`src/rtl/fifo3_sync.sv`:
```
// Single-clock synchronous FIFO with occupancy count, almost-full/almost-empty
// thresholds, selectable FWFT read mode and sticky overflow/underflow flags.
module fifo3_sync #(
    parameter int DSIZE     = 8,
    parameter int ASIZE     = 4,
    parameter int FWFT      = 0,
    parameter int AFULL_TH  = 14,
    parameter int AEMPTY_TH = 2
) (
    input  logic             clk_i,
    input  logic             rst_i,
    input  logic [DSIZE-1:0] wdata_i,
    input  logic             winc_i,
    output logic             wfull_o,
    output logic             wafull_o,
    input  logic             rinc_i,
    output logic [DSIZE-1:0] rdata_o,
    output logic             rvalid_o,
    output logic             rempty_o,
    output logic             raempty_o,
    output logic [ASIZE:0]   count_o,
    input  logic             clr_err_i,
    output logic             overflow_o,
    output logic             underflow_o
);

    localparam int              DEPTH    = 1 << ASIZE;
    localparam logic [ASIZE:0]  DEPTH_W  = (ASIZE+1)'(DEPTH);
    localparam logic [ASIZE:0]  AFULL_W  = (ASIZE+1)'(AFULL_TH);
    localparam logic [ASIZE:0]  AEMPTY_W = (ASIZE+1)'(AEMPTY_TH);
    localparam logic [ASIZE:0]  PTR_ONE  = (ASIZE+1)'(1);

    if (ASIZE < 1 || AEMPTY_TH < 0 || AEMPTY_TH >= AFULL_TH || AFULL_TH > DEPTH) begin : g_bad_params
        $error("fifo3_sync: illegal parameter set (need ASIZE>=1, 0<=AEMPTY_TH<AFULL_TH<=DEPTH)");
    end

    logic [DSIZE-1:0] mem_q [DEPTH];

    logic [ASIZE:0] wptr_q, wptr_d;
    logic [ASIZE:0] rptr_q, rptr_d;
    logic [ASIZE:0] count_q, count_d;
    logic           overflow_q, overflow_d;
    logic           underflow_q, underflow_d;

    logic             full_s;
    logic             empty_s;
    logic             we_s;
    logic             re_s;
    logic [ASIZE-1:0] waddr_s;
    logic [ASIZE-1:0] raddr_s;

    // Flags derive from the registered count only, never from winc/rinc.
    assign full_s   = (count_q == DEPTH_W);
    assign empty_s  = (count_q == {(ASIZE+1){1'b0}});
    assign we_s     = winc_i & ~full_s;
    assign re_s     = rinc_i & ~empty_s;
    assign waddr_s  = wptr_q[ASIZE-1:0];
    assign raddr_s  = rptr_q[ASIZE-1:0];

    assign wfull_o     = full_s;
    assign rempty_o    = empty_s;
    assign wafull_o    = (count_q >= AFULL_W);
    assign raempty_o   = (count_q <= AEMPTY_W);
    assign count_o     = count_q;
    assign overflow_o  = overflow_q;
    assign underflow_o = underflow_q;

    // Next-state for pointers, occupancy and sticky error flags.
    always_comb begin
        wptr_d      = wptr_q;
        rptr_d      = rptr_q;
        count_d     = count_q;
        overflow_d  = overflow_q;
        underflow_d = underflow_q;

        if (we_s) begin
            wptr_d = wptr_q + PTR_ONE;
        end else begin
            wptr_d = wptr_q;
        end

        if (re_s) begin
            rptr_d = rptr_q + PTR_ONE;
        end else begin
            rptr_d = rptr_q;
        end

        case ({we_s, re_s})
            2'b10:   count_d = count_q + PTR_ONE;
            2'b01:   count_d = count_q - PTR_ONE;
            default: count_d = count_q;
        endcase

        // A set event in the same cycle as clr_err wins.
        overflow_d  = (winc_i & full_s)  | (overflow_q  & ~clr_err_i);
        underflow_d = (rinc_i & empty_s) | (underflow_q & ~clr_err_i);
    end

    // Control state register with synchronous reset.
    always_ff @(posedge clk_i) begin
        if (rst_i) begin
            wptr_q      <= {(ASIZE+1){1'b0}};
            rptr_q      <= {(ASIZE+1){1'b0}};
            count_q     <= {(ASIZE+1){1'b0}};
            overflow_q  <= 1'b0;
            underflow_q <= 1'b0;
        end else begin
            wptr_q      <= wptr_d;
            rptr_q      <= rptr_d;
            count_q     <= count_d;
            overflow_q  <= overflow_d;
            underflow_q <= underflow_d;
        end
    end

    // Storage array write port; contents are intentionally not reset.
    always_ff @(posedge clk_i) begin
        if (we_s && !rst_i) begin
            mem_q[waddr_s] <= wdata_i;
        end
    end

    if (FWFT == 0) begin : g_std
        logic [DSIZE-1:0] rdata_q;
        logic             rvalid_q;

        // Registered read port: data appears one edge after an accepted read.
        always_ff @(posedge clk_i) begin
            if (rst_i) begin
                rdata_q  <= {DSIZE{1'b0}};
                rvalid_q <= 1'b0;
            end else if (re_s) begin
                rdata_q  <= mem_q[raddr_s];
                rvalid_q <= 1'b1;
            end else begin
                rdata_q  <= rdata_q;
                rvalid_q <= 1'b0;
            end
        end

        assign rdata_o  = rdata_q;
        assign rvalid_o = rvalid_q;
    end else begin : g_fwft
        // Head word is always presented; rinc only acknowledges it.
        assign rdata_o  = mem_q[raddr_s];
        assign rvalid_o = ~empty_s;
    end

endmodule

```
`config.mk`:
```
export PLATFORM = sky130hd
export DESIGN_NAME = fifo3_sync
export DESIGN_NICKNAME = d
export VERILOG_FILES = /design/src/rtl/fifo3_sync.sv
export SDC_FILE = /design/constraint.sdc
export NUM_CORES = 1
export LEC_CHECK = 0
export CAP_MARGIN = 10
export CORE_MARGIN = 2
export CORE_UTILIZATION = 45
export DETAILED_ROUTE_END_ITERATION = 8
export SYNTH_ARGS = -nofsm -noshare
export SYNTH_HDL_FRONTEND = slang
export SYNTH_SLANG_ARGS = --single-unit
```
`constraint.sdc`:
```
create_clock -name clk_i -period 3.2 [get_ports clk_i]
set_input_delay 0.64 -clock clk_i [delete_from_list [all_inputs] [get_ports clk_i]]
set_output_delay 0.64 -clock clk_i [all_outputs]
set_load 0.01 [all_outputs]
```
==> metrics, run 1 <==
status=finished, final reports clean; Max Freq=349 MHz; TritonCTS buffer count=17; CP startpoint kind=register; FFs w/ async S/R, synth=0%; Clock Power Share=37.9%; Rel. slew slack=53.3%; top-area cell type share of the netlist area=62.6%; initial antenna violation count=0; clk slew on worst S/H paths=60 ps; diodes inserted=0; CP cell instances=or3_1, o21a_1, ha_1, fa_1, a21o_1, a21oi_1, mux2i_1, mux2_2; reg-to-reg endpoint=count_o[4]; Die H=121 um; Switching Fraction=26.3%; via count=3438; Syn. warnings=0; Critical Path RT=3520 ps; sw power=1.48 mW; CP top delay family=adder cells; die area=14600 um^2; vias per std cell=5.36; critical path class=reg -> reg; RePlAce Congestion=0.818; half-perimeter wire length after placement=8570 um; All-Layer GR Usage=19.6%; Final setup viols=0; site row count=42; Comb pwr share=19.9%; critical path capture point=count_o[4]; largest net degree at the start of global routing=31; FF+latch count, synth=152; Peak VDD IR=0.531 mV; Post-route DRC=0; R2R setup slack=330 ps; CP Data Arrival Time=3190 ps; Max-cap violations=0; Layout Nets=476; Synth Flop Type=edfxtp_1; RSZ-0062 raised after global routing=no; dominant cells by area after synthesis=edfxtp_1 (63%), mux2i_1 (11%), dfxtp_1 (7.8%); clk root buf=clkbuf_16; CTS Buffer Depth=2; Num Clock Sinks=152; LEAKAGE=2.40 nW; final cell count without fillers=642; Post-CTS Setup Inserts=0; Stages on worst setup path=8; Core Area=13300 um^2; initial detailed-routing violation count=275; grt ovf=0; CTS tree=yes; IO buf count=32; Power Density=758 nW/um^2; layout cells sized above 1=14.6%; reg2reg path depth=8; Post-Route Skew=9.82 ps; Avg Cell Area, Syn=15.4 um^2; IO Pins=33; number of global-route vias before repair=3474; drt first pass iters=4; clk_lat worst skew=430 ps; Post-synth EDFFs=128; Syn-to-layout area delta=20.6%; Synth area leader=edfxtp_1; drt wl/cell=20.5 um; final period utilization=89.6%; global-route wire length before repair=20300 um; die width=121 um; top-count cell post-synth=edfxtp_1; pins over their slew limit=0; crit path max-delay cell type=or3_1; post-cts gate resize count=0; Post-CTS Hold Fix Bufs=0; register share of total power=42.2%; H-tree levels=4; synth unique cells=37; placed cells=610; Post-DRT Antenna Nets=0; Worst Setup SP=count_o[3]; synthesized area=6140 um^2; Hold Crit Class=reg -> reg; Critical path buffers and inverters=0; Tmin final=2870 ps; Least-Margin Pin Slew=698 ps; final hold vios=0; CP peak stage delay=510 ps; post-synthesis instance total=398; Crit. End Element=register; most common library cells after synthesis=edfxtp_1 (128), mux2i_1 (67), nor2_1 (42); CP max FO=8; Initial Util=46.2%; Pint=4.14 mW; setup TNS=0 ps; reg2reg start=count_o[3]; Mapped Nets=421; sequential cell area fraction in the yosys report=70.4%; WL final=13200 um
-- how the worst min path moves through the flow --
stage                     startpoint    endpoint  cells past startpoint
final                     rdata_o[7]  rdata_o[7]                      2
after global routing      rdata_o[3]  rdata_o[3]                      2
after CTS                 rdata_o[7]  rdata_o[7]                      2
after detailed placement  rdata_o[7]  rdata_o[7]                      2
after global placement    rdata_o[7]  rdata_o[7]                      2
after floorplan            wptr_q[1]   wptr_q[1]                      2
-- worst min-delay path, cell delays in order (launching register included) --
cell	delay, ps
dfxtp_1	310
nor2_1	120
a211oi_2	50
-- per-stage QoR --
stage               util, %  setup WS, ps  hold slack, ps  total power, mW  area [um^2]
CTS                    55.7           339             539             5.64         7410
global route           55.7           184             572             5.83         7410
global placement       51.0           174             519             3.50         6780
detailed placement     51.0           106             526             3.53         6780
finish                 55.7           331             533             5.62         7410
floorplan                 -           287             477             3.06         6140
-- metal layers --
layer | up-vias | part of all wire, % | routed length, um | global-route usage, %
met5 | - | 0 | 0 | 0
met4 | 0 | 1.3 | 176 | 6.98
met3 | 13 | 3.6 | 479 | 5.08
met2 | 65 | 48 | 6310 | 31.2
met1 | 1719 | 47 | 6190 | 26.1
li1 | 1641 | - | - | -
-- power groups by stage --
stage                     Sequential (mW)  Combinational [mW]  Clock [mW]
after floorplan                      2.42               0.642           0
after global placement               2.41                1.10           0
after detailed placement             2.41                1.12           0
after CTS                            2.37                1.13        2.14
after global routing                 2.39                1.21        2.23
final                                2.37                1.12        2.13
-- cell type report --
cell class / instances / area, um^2
fillers: 1057 / 5890
clock buffers: 17 / 425
well taps: 176 / 220
flip-flops and latches: 152 / 4330
clock inverters: 15 / 208
inverters: 3 / 11.3
multi-input cells: 222 / 1700
repair buffers: 57 / 520
-- placed cells by master (no fill, tap or decap), types with 2 or more instances in the layout --
| cell | count |
|---|---|
| nor2_1 | 42 |
| a211oi_2 | 8 |
| buf_4 | 24 |
| ha_1 | 9 |
| nand3b_1 | 5 |
| o21a_1 | 2 |
| clkdlybuf4s50_1 | 32 |
| or3_1 | 3 |
| clkbuf_16 | 17 |
| or3b_1 | 3 |
| a21oi_1 | 6 |
| inv_1 | 2 |
| clkinvlp_4 | 3 |
| a21o_1 | 2 |
| xor2_1 | 6 |
| o211ai_1 | 3 |
| mux2i_1 | 67 |
| clkinv_1 | 3 |
| dfxtp_1 | 23 |
| nor2b_1 | 5 |
| bufinv_16 | 5 |
| o22ai_1 | 32 |
| nand2_1 | 6 |
| nor4_1 | 8 |
| edfxtp_1 | 128 |
| xnor2_1 | 3 |
| and3_1 | 2 |
| clkinv_2 | 3 |
-- logic make-up after synthesis --
family / synth area share [%]
compound gates: 6.82
xor+xnor: 1.28
fa+ha+maj: 2.16
buf+inv: 2.04
flops: 70.4
mux: 11.1
simple gates: 6.23
-- registers in the layout, summed over array words and instances, names as in the netlist --
signal,flops
rptr_q,4
overflow_o,1
wptr_q,4
mem_q,128
rdata_o,8
rvalid_o,1
underflow_o,1
count_o,5
(Power assumes the default switching activity.)
==> run 2, diff against run 1 <==
--- a/config.mk
+++ b/config.mk
@@ -12,3 +12,4 @@
 export SYNTH_ARGS = -nofsm -noshare
 export SYNTH_HDL_FRONTEND = slang
 export SYNTH_SLANG_ARGS = --single-unit
+export TNS_END_PERCENT = 30
==> results of run 2 <==
Same layout as run 1: the final DEF is identical, and so are final timing and power.
